`src/rtl/i2c_controller.sv`:
```
// ============================================================================
// Module      : i2c_controller
// Description : Single-master I2C controller, one single-byte write or read
//               per command, open-drain SCL/SDA via output-enable pins.
// Revision    : 1.0  initial release
// ============================================================================
`default_nettype none

module i2c_controller #(
    parameter int CLK_DIV = 4
) (
    input  logic       clk,
    input  logic       rst,
    input  logic       cmd_valid,
    output logic       cmd_ready,
    input  logic [6:0] cmd_addr,
    input  logic       cmd_rw,
    input  logic [7:0] cmd_wdata,
    output logic       rsp_valid,
    output logic [7:0] rsp_rdata,
    output logic       rsp_nack,
    input  logic       i2c_scl_i,
    output logic       i2c_scl_o,
    output logic       i2c_scl_oe,
    input  logic       i2c_sda_i,
    output logic       i2c_sda_o,
    output logic       i2c_sda_oe
);

    localparam logic [15:0] CNT_INIT = 16'(CLK_DIV - 1);

    typedef enum logic [2:0] {
        S_IDLE  = 3'd0,
        S_START = 3'd1,
        S_ADDR  = 3'd2,
        S_AACK  = 3'd3,
        S_DATA  = 3'd4,
        S_DACK  = 3'd5,
        S_STOP  = 3'd6,
        S_DONE  = 3'd7
    } state_t;

    state_t      state_q, state_d;
    logic [1:0]  qtr_q, qtr_d;
    logic [15:0] cnt_q, cnt_d;
    logic [2:0]  bit_q, bit_d;
    logic [7:0]  tx_q, tx_d;
    logic [7:0]  rx_q, rx_d;
    logic        rw_q, rw_d;
    logic [7:0]  wdata_q, wdata_d;
    logic        nack_q, nack_d;
    logic        samp_q, samp_d;
    logic        ready_q, ready_d;
    logic [7:0]  rsp_rdata_q, rsp_rdata_d;
    logic        rsp_nack_q, rsp_nack_d;

    logic w_busy, w_sample, w_bit_end, w_sda_bit, w_scl_oe, w_sda_oe;

    assign w_busy    = (state_q != S_IDLE) && (state_q != S_DONE);
    assign w_sample  = (qtr_q == 2'd3) && (cnt_q == CNT_INIT);
    assign w_bit_end = (qtr_q == 2'd3) && (cnt_q == 16'd0);
    // With CLK_DIV=1 the sample and the bit end share a cycle, so bypass the flop.
    assign w_sda_bit = w_sample ? i2c_sda_i : samp_q;

    always_comb begin
        state_d     = state_q;
        qtr_d       = qtr_q;
        cnt_d       = cnt_q;
        bit_d       = bit_q;
        tx_d        = tx_q;
        rx_d        = rx_q;
        rw_d        = rw_q;
        wdata_d     = wdata_q;
        nack_d      = nack_q;
        samp_d      = samp_q;
        rsp_rdata_d = rsp_rdata_q;
        rsp_nack_d  = rsp_nack_q;
        w_scl_oe    = 1'b0;
        w_sda_oe    = 1'b0;

        // Quarter timing freezes in Q2 while a target stretches SCL low.
        if (w_busy && !((qtr_q == 2'd2) && !i2c_scl_i)) begin
            if (cnt_q == 16'd0) begin
                cnt_d = CNT_INIT;
                qtr_d = qtr_q + 2'd1;
            end else begin
                cnt_d = cnt_q - 16'd1;
            end
        end
        if (w_busy && w_sample) begin
            samp_d = i2c_sda_i;
        end

        case (state_q)
            S_IDLE: begin
                if (ready_q && cmd_valid) begin
                    state_d = S_START;
                    tx_d    = {cmd_addr, cmd_rw};
                    rw_d    = cmd_rw;
                    wdata_d = cmd_wdata;
                    nack_d  = 1'b0;
                    rx_d    = 8'h00;
                    bit_d   = 3'd0;
                    qtr_d   = 2'd0;
                    cnt_d   = CNT_INIT;
                end
            end
            S_START: begin
                w_sda_oe = qtr_q[1];
                if (w_bit_end) state_d = S_ADDR;
            end
            S_ADDR: begin
                w_scl_oe = ~qtr_q[1];
                w_sda_oe = ~tx_q[7];
                if (w_bit_end) begin
                    tx_d  = {tx_q[6:0], 1'b0};
                    bit_d = bit_q + 3'd1;
                    if (bit_q == 3'd7) state_d = S_AACK;
                end
            end
            S_AACK: begin
                w_scl_oe = ~qtr_q[1];
                if (w_bit_end) begin
                    if (w_sda_bit) begin
                        nack_d  = 1'b1;
                        state_d = S_STOP;
                    end else begin
                        state_d = S_DATA;
                        tx_d    = rw_q ? 8'hFF : wdata_q;
                    end
                end
            end
            S_DATA: begin
                w_scl_oe = ~qtr_q[1];
                w_sda_oe = ~tx_q[7];
                if (w_sample && rw_q) rx_d = {rx_q[6:0], i2c_sda_i};
                if (w_bit_end) begin
                    tx_d  = {tx_q[6:0], 1'b1};
                    bit_d = bit_q + 3'd1;
                    if (bit_q == 3'd7) state_d = S_DACK;
                end
            end
            S_DACK: begin
                w_scl_oe = ~qtr_q[1];
                if (w_bit_end) begin
                    if (!rw_q && w_sda_bit) nack_d = 1'b1;
                    state_d = S_STOP;
                end
            end
            S_STOP: begin
                w_scl_oe = ~qtr_q[1];
                w_sda_oe = ~qtr_q[1];
                if (w_bit_end) begin
                    state_d     = S_DONE;
                    rsp_rdata_d = rw_q ? rx_q : 8'h00;
                    rsp_nack_d  = nack_q;
                end
            end
            S_DONE: begin
                state_d = S_IDLE;
            end
            default: begin
                state_d = S_IDLE;
            end
        endcase

        ready_d = (state_d == S_IDLE);
    end

    always_ff @(posedge clk) begin
        if (rst) begin
            state_q     <= S_IDLE;
            qtr_q       <= 2'd0;
            cnt_q       <= 16'd0;
            bit_q       <= 3'd0;
            tx_q        <= 8'h00;
            rx_q        <= 8'h00;
            rw_q        <= 1'b0;
            wdata_q     <= 8'h00;
            nack_q      <= 1'b0;
            samp_q      <= 1'b0;
            ready_q     <= 1'b0;
            rsp_rdata_q <= 8'h00;
            rsp_nack_q  <= 1'b0;
        end else begin
            state_q     <= state_d;
            qtr_q       <= qtr_d;
            cnt_q       <= cnt_d;
            bit_q       <= bit_d;
            tx_q        <= tx_d;
            rx_q        <= rx_d;
            rw_q        <= rw_d;
            wdata_q     <= wdata_d;
            nack_q      <= nack_d;
            samp_q      <= samp_d;
            ready_q     <= ready_d;
            rsp_rdata_q <= rsp_rdata_d;
            rsp_nack_q  <= rsp_nack_d;
        end
    end

    assign cmd_ready  = ready_q;
    assign rsp_valid  = (state_q == S_DONE);
    assign rsp_rdata  = rsp_rdata_q;
    assign rsp_nack   = rsp_nack_q;
    assign i2c_scl_o  = 1'b0;
    assign i2c_sda_o  = 1'b0;
    assign i2c_scl_oe = w_scl_oe;
    assign i2c_sda_oe = w_sda_oe;

endmodule

`default_nettype wire

```
`config.mk`:
```
export PLATFORM = sky130hd
export DESIGN_NAME = i2c_controller
export DESIGN_NICKNAME = d
export VERILOG_FILES = /design/src/rtl/i2c_controller.sv
export SDC_FILE = /design/constraint.sdc
export NUM_CORES = 1
export LEC_CHECK = 0
export BUFFER_PORTS_ARGS = -buffer_cell sky130_fd_sc_hd__buf_2
export CAP_MARGIN = 30
export CORE_MARGIN = 5
export CORE_UTILIZATION = 56
export DETAILED_ROUTE_END_ITERATION = 8
export GPL_ROUTABILITY_DRIVEN = 0
export GPL_TIMING_DRIVEN = 0
export PLACE_DENSITY = 0.74
export SLEW_MARGIN = 20
export SYNTH_ARGS = -nofsm -noshare
export SYNTH_HDL_FRONTEND = slang
export SYNTH_SLANG_ARGS = --single-unit
```
`constraint.sdc`:
```
create_clock -name clk -period 2.1 [get_ports clk]
set_input_delay 0.63 -clock clk [delete_from_list [all_inputs] [get_ports clk]]
set_output_delay 0.63 -clock clk [all_outputs]
set_load 0.05 [all_outputs]
```
* Word-level counts from Yosys, hierarchy flattened *
Index checks and enable logic that the tools add are counted.

cells by class
  add/sub/neg operators = 3
  eq/ne operators = 22
  multiplexer cells = 42
  bitwise gates (word level) = 2
  reductions and logical operators = 28

operator list
  kind                                                number
  2-to-1 mux 8 bit                                    9
  2-to-1 mux 16 bit                                   4
  2-to-1 mux 3 bit                                    11
  case mux 8 bit (4 select lines)                     1
  case mux 3 bit (8 select lines)                     1
  inequality test 2 bit, second input constant        9
  == test 16 x 2 -> 1 bit, second input constant      1
  zero test 16 bit                                    1
  case mux 8 bit (2 select lines)                     1
  subtractor 16 x 1 -> 16 bit, second input constant  1
  == test 3 bit, second input constant                5
  AND reduction 6 bit                                 2
  2-to-1 mux 2 bit                                    5
  logical AND 1 bit                                   9
  2-to-1 mux 1 bit                                    7
  == test 3 x 2 -> 1 bit, second input constant       2
  zero test 3 bit                                     2
  case mux 1 bit (3 select lines)                     2
  case mux 3 bit (2 select lines)                     1
  AND reduction 3 bit                                 2
  nonzero test 3 bit                                  2
  OR reduction 5 bit                                  1
  == test 2 bit, second input constant                2
  AND reduction 2 bit                                 2
  other kinds (10)                                    14

storage, ports and cells
  register bits = 61
  bits of input ports = 21
  output and inout bits = 15
  word-level logic and storage cells = 110

* Depth between registers and ports, before layout *
  depth in word-level cells = 7
  depth in mapped cells = 8
  depth with buffers taken out = 7

* Worst setup path before layout *
OpenSTA, ideal clock, no wires.

  path type = reg2out
  start = register state_q[1]
  end = output port i2c_sda_oe
  arrival = 2106 ps
  setup slack = -636 ps
  cell stages (with the launch flop) = 6
  path buffers = 2
  path through = dfxtp_1 > buf_2 > clkbuf_1 > nand2_1 > o22a_1 > o21ai_0

on the way
  longest elaborated chain between the ends = 3
  elaborated cells on any way between the ends = 6
  those cells by class = 4 x eq/ne; 1 x mux; 1 x reduce/logical

ends and longest elaborated chain
  what                                                            RTL line  text
  start: declaration                                              43        state_t state_q, state_d;
  start signal: assignment                                        186       state_q <= state_d;
  == test 3 bit / == test 3 x 2 -> 1 bit (equally long branches)  94        case (state_q)
  OR reduction 2 bit (no source line)                             --
  case mux 1 bit (3 select lines) (*)                             94
  end: declaration                                                27        output logic i2c_sda_oe

Mark *: on every way between the ends. The rest lies on a longest branch, timed or not.

* Worst setup path in the final report *
Same ends and word-level chain as after synthesis.

==> results.sh <==
export IMPL_ys_top_cells_by_count="61 x dfxtp_1, 54 x nand2_1, 48 x a21oi_1, 33 x nand3_1, 29 x nor2_1"
export IMPL_grt_most_used_layer="met2"
export IMPL_worstRegToRegCells=8
export IMPL_synth_edff_count=0
export IMPL_fin_skew_ns=0.007918
export IMPL_drcViolationCount=0
export IMPL_p_int_mw=2.226
export IMPL_clk_latency_ns=0.34
export IMPL_grt_max_degree=12
export IMPL_crit_type="flop to output port"
export IMPL_worstSetupEndpoint="i2c_sda_oe"
export IMPL_cts_max_level=3
export IMPL_start_kind="flop"
export IMPL_dpl_cell_area_um2=3247
export IMPL_startpoint="state_q[1]"
export IMPL_crit_required_ns=1.47
export IMPL_ys_seq_area_frac=0.4091
export IMPL_diodes=0
export IMPL_violations="negative setup slack"
export IMPL_setup_viol=1
export IMPL_leakage_nw=1.478
export IMPL_antenna_found_initial=0
export IMPL_first_global_vias=2695
export IMPL_vias=3014
export IMPL_outcome="finished with violations"
export IMPL_r2r_slack_ns=0.07
export IMPL_cts_buffer_depth=2
export IMPL_die_area_um2=6891
export IMPL_ys_async_sr_fraction=0
export IMPL_fmaxAchievable_mhz=472.8
export IMPL_r2r_end="rx_q[2]"
export IMPL_wl_per_cell_um=15.91
export IMPL_synth_warnings=0
export IMPL_end_kind="output port"
export IMPL_p_comb_frac=0.278
export IMPL_synth_area_leaders="dfxtp_1 41%, a21oi_1 8.0%, nand2_1 6.8%, nand3_1 5.5%, nor2_1 3.6%"
export IMPL_drv_slew=0
export IMPL_drtIter0Drc=308
export IMPL_numCtsBuffers=9
export IMPL_worst_ir_drop_vdd_uv=730.4
export IMPL_clkSinkCount=61
export IMPL_overflow=0
export IMPL_cts_root_buf="clkbuf_8"
export IMPL_syn_mean_instance_area_um2=8.047
export IMPL_core_area_um2=5140
export IMPL_synth_top_area_frac=0.4091
export IMPL_drive_above_1_share=0.2915
export IMPL_grtUsageMet3=0.05545
export IMPL_hold_violations=0
export IMPL_design_area_um2=3851
export IMPL_synth_top_area_cell="dfxtp_1"
export IMPL_drv_cap=0
export IMPL_pwr_share_seq=0.407
export IMPL_slew_headroom=0.4366
export IMPL_p_sw_frac=0.3278
export IMPL_met1_usage=0.2900
export IMPL_fp_dieW_um=83.02
export IMPL_rsz0062_at_grt="yes"
export IMPL_yosysMostFrequentCell="dfxtp_1"
export IMPL_clockPowerShare=0.315
export IMPL_placed_cells=475
export IMPL_routed_wl_um=8211
export IMPL_use_met2=0.3601
export IMPL_die_h_um=83.02
export IMPL_switching_power_mw=1.085
export IMPL_syn_inst=371
export IMPL_stdcell_count=516
export IMPL_syn_area_um2=2985
export IMPL_io_buffer_count=33
export IMPL_firstDrtPassIters=5
export IMPL_start_util=0.5808
export IMPL_cts_tree="done"
export IMPL_reg2reg_from="state_q[1]"
export IMPL_area_growth_pct=29.00
export IMPL_vias_per_cell=5.841
export IMPL_p_per_area_nw_per_um2=859.8
export IMPL_yosysUniqueCellTypes=53
export IMPL_rows=26
export IMPL_ys_seq_elements=61
export IMPL_worst_slack_ns=-0.01517
export IMPL_period_needed_ns=2.115
export IMPL_hold_path_class="flop to flop"
export IMPL_dp_hpwl_um=5281
export IMPL_fin_util=0.7493
export IMPL_final_antenna_net_count=0
export IMPL_cp_max_fo=6
export IMPL_grt_pass1_wl_um=12740
export IMPL_grt_usage=0.2248
export IMPL_arrival_ns=1.49
export IMPL_clk_pin_slew_ns=0.07
export IMPL_synthFlopType="dfxtp_1"
export IMPL_ioPinCount=36
export IMPL_worst_pin_slew_ns=0.8386
export IMPL_nets=469
export IMPL_period_share=1.007
export IMPL_cts_hold_buffers_added=0
[logic make-up after synthesis]
group                    count (synthesis)  share of synthesized area
AND/OR/NAND/NOR                        174                     0.3022
XOR/XNOR                                13                    0.03814
multiplexers                             2                   0.006706
buffers and inverters                   29                    0.04359
other                                    1                   0.001256
flip-flops                              61                     0.4091
adder cells (fa/ha/maj)                  8                    0.03269
AO/OA/AOI/OAI                           83                     0.1664
[routing by layer]
metal	share of wire	vias up	wire length, um
met3	0.071	25	583
met4	0.025	0	203
li1	-	1460	-
met1	0.43	1416	3552
met5	0	-	0
met2	0.47	113	3872
[area by class of cell]
cell class	count	area [um2]
sequential	61	1235
timing repair buffer	58	375.4
multi-input combinational	283	1789
clock inverter	6	62.56
tap	70	87.58
inverter	5	18.77
fill	420	1289
clock buffer	10	137.6
buffer	23	145.1
[through the flow]
step	setup TNS [ns]	setup WS, ns	hold WS (ns)	power, mW
after floorplan	-0.2595	-0.2595	0.4249	1.911
after global placement	-2.443	-0.1486	0.4387	2.064
after detailed placement	-3.412	-0.1732	0.4403	2.082
after CTS	-0.4573	-0.06442	0.4501	3.158
after global routing	-0.2715	-0.07172	0.4736	3.481
final	-0.01517	-0.01517	0.4472	3.311
[state kept, by name, indices dropped and copies added, names as in the netlist, 2 cells and up]
| name | count |
|---|---|
| bit_q | 3 |
| cnt_q | 16 |
| qtr_q | 2 |
| rsp_rdata | 8 |
| rx_q | 8 |
| state_q | 3 |
| tx_q | 8 |
| wdata_q | 8 |
[worst min-delay path by stage]
stage / slack, ns / cells after the start / to / startpoint
after floorplan: 0.42 / 2 / nack_q / nack_q
after global placement: 0.44 / 2 / rsp_rdata[4] / rsp_rdata[4]
after detailed placement: 0.44 / 2 / rsp_rdata[6] / rsp_rdata[6]
after CTS: 0.45 / 2 / rsp_rdata[6] / rsp_rdata[6]
after global routing: 0.47 / 2 / rsp_rdata[3] / rsp_rdata[3]
final: 0.45 / 2 / rsp_rdata[6] / rsp_rdata[6]
[timing repair]
action | 4_1_cts | 5_1_grt
gates cloned | 1 | 1
resized for setup | 23 | 42
setup buffers | 9 | 15
endpoints found under the hold margin | 0 | 0
pin swaps | 5 | 18
endpoints found under the setup margin | 42 | 54
[worst max-delay path, cell delays in order, from the launching register on]
cell     delay (ns)
dfxtp_2        0.32
buf_6          0.14
buf_8          0.12
nand2_4        0.04
o22a_1         0.22
o21ai_2        0.13
buf_6          0.17
[power by group through the flow]
stage	registers, mW	logic, mW	clock network (mW)
4_1_cts	1.34	0.760	1.06
2_1_floorplan	1.35	0.562	0
6_report	1.35	0.919	1.04
3_5_place_dp	1.36	0.722	0
5_1_grt	1.36	1.01	1.12
3_3_place_gp	1.36	0.708	0
[cells in the final DEF (no fill, tap or decap), types with 3 or more instances in the layout]
cell,count
nand4_1,6
buf_2,33
inv_1,5
clkinvlp_4,3
nor2_1,29
nor2b_1,6
clkbuf_8,10
nand3_1,28
a21oi_2,3
o31ai_1,3
ha_1,6
dfxtp_2,5
dfxtp_1,54
buf_6,7
o32ai_1,7
xnor2_1,3
nor3_1,14
buf_4,28
o21ai_0,3
xor2_1,9
nand2_1,52
clkbuf_1,9
a21oi_1,45
o21ai_1,8
nand3_2,7
No activity file was read; power rests on OpenSTA's default activity.
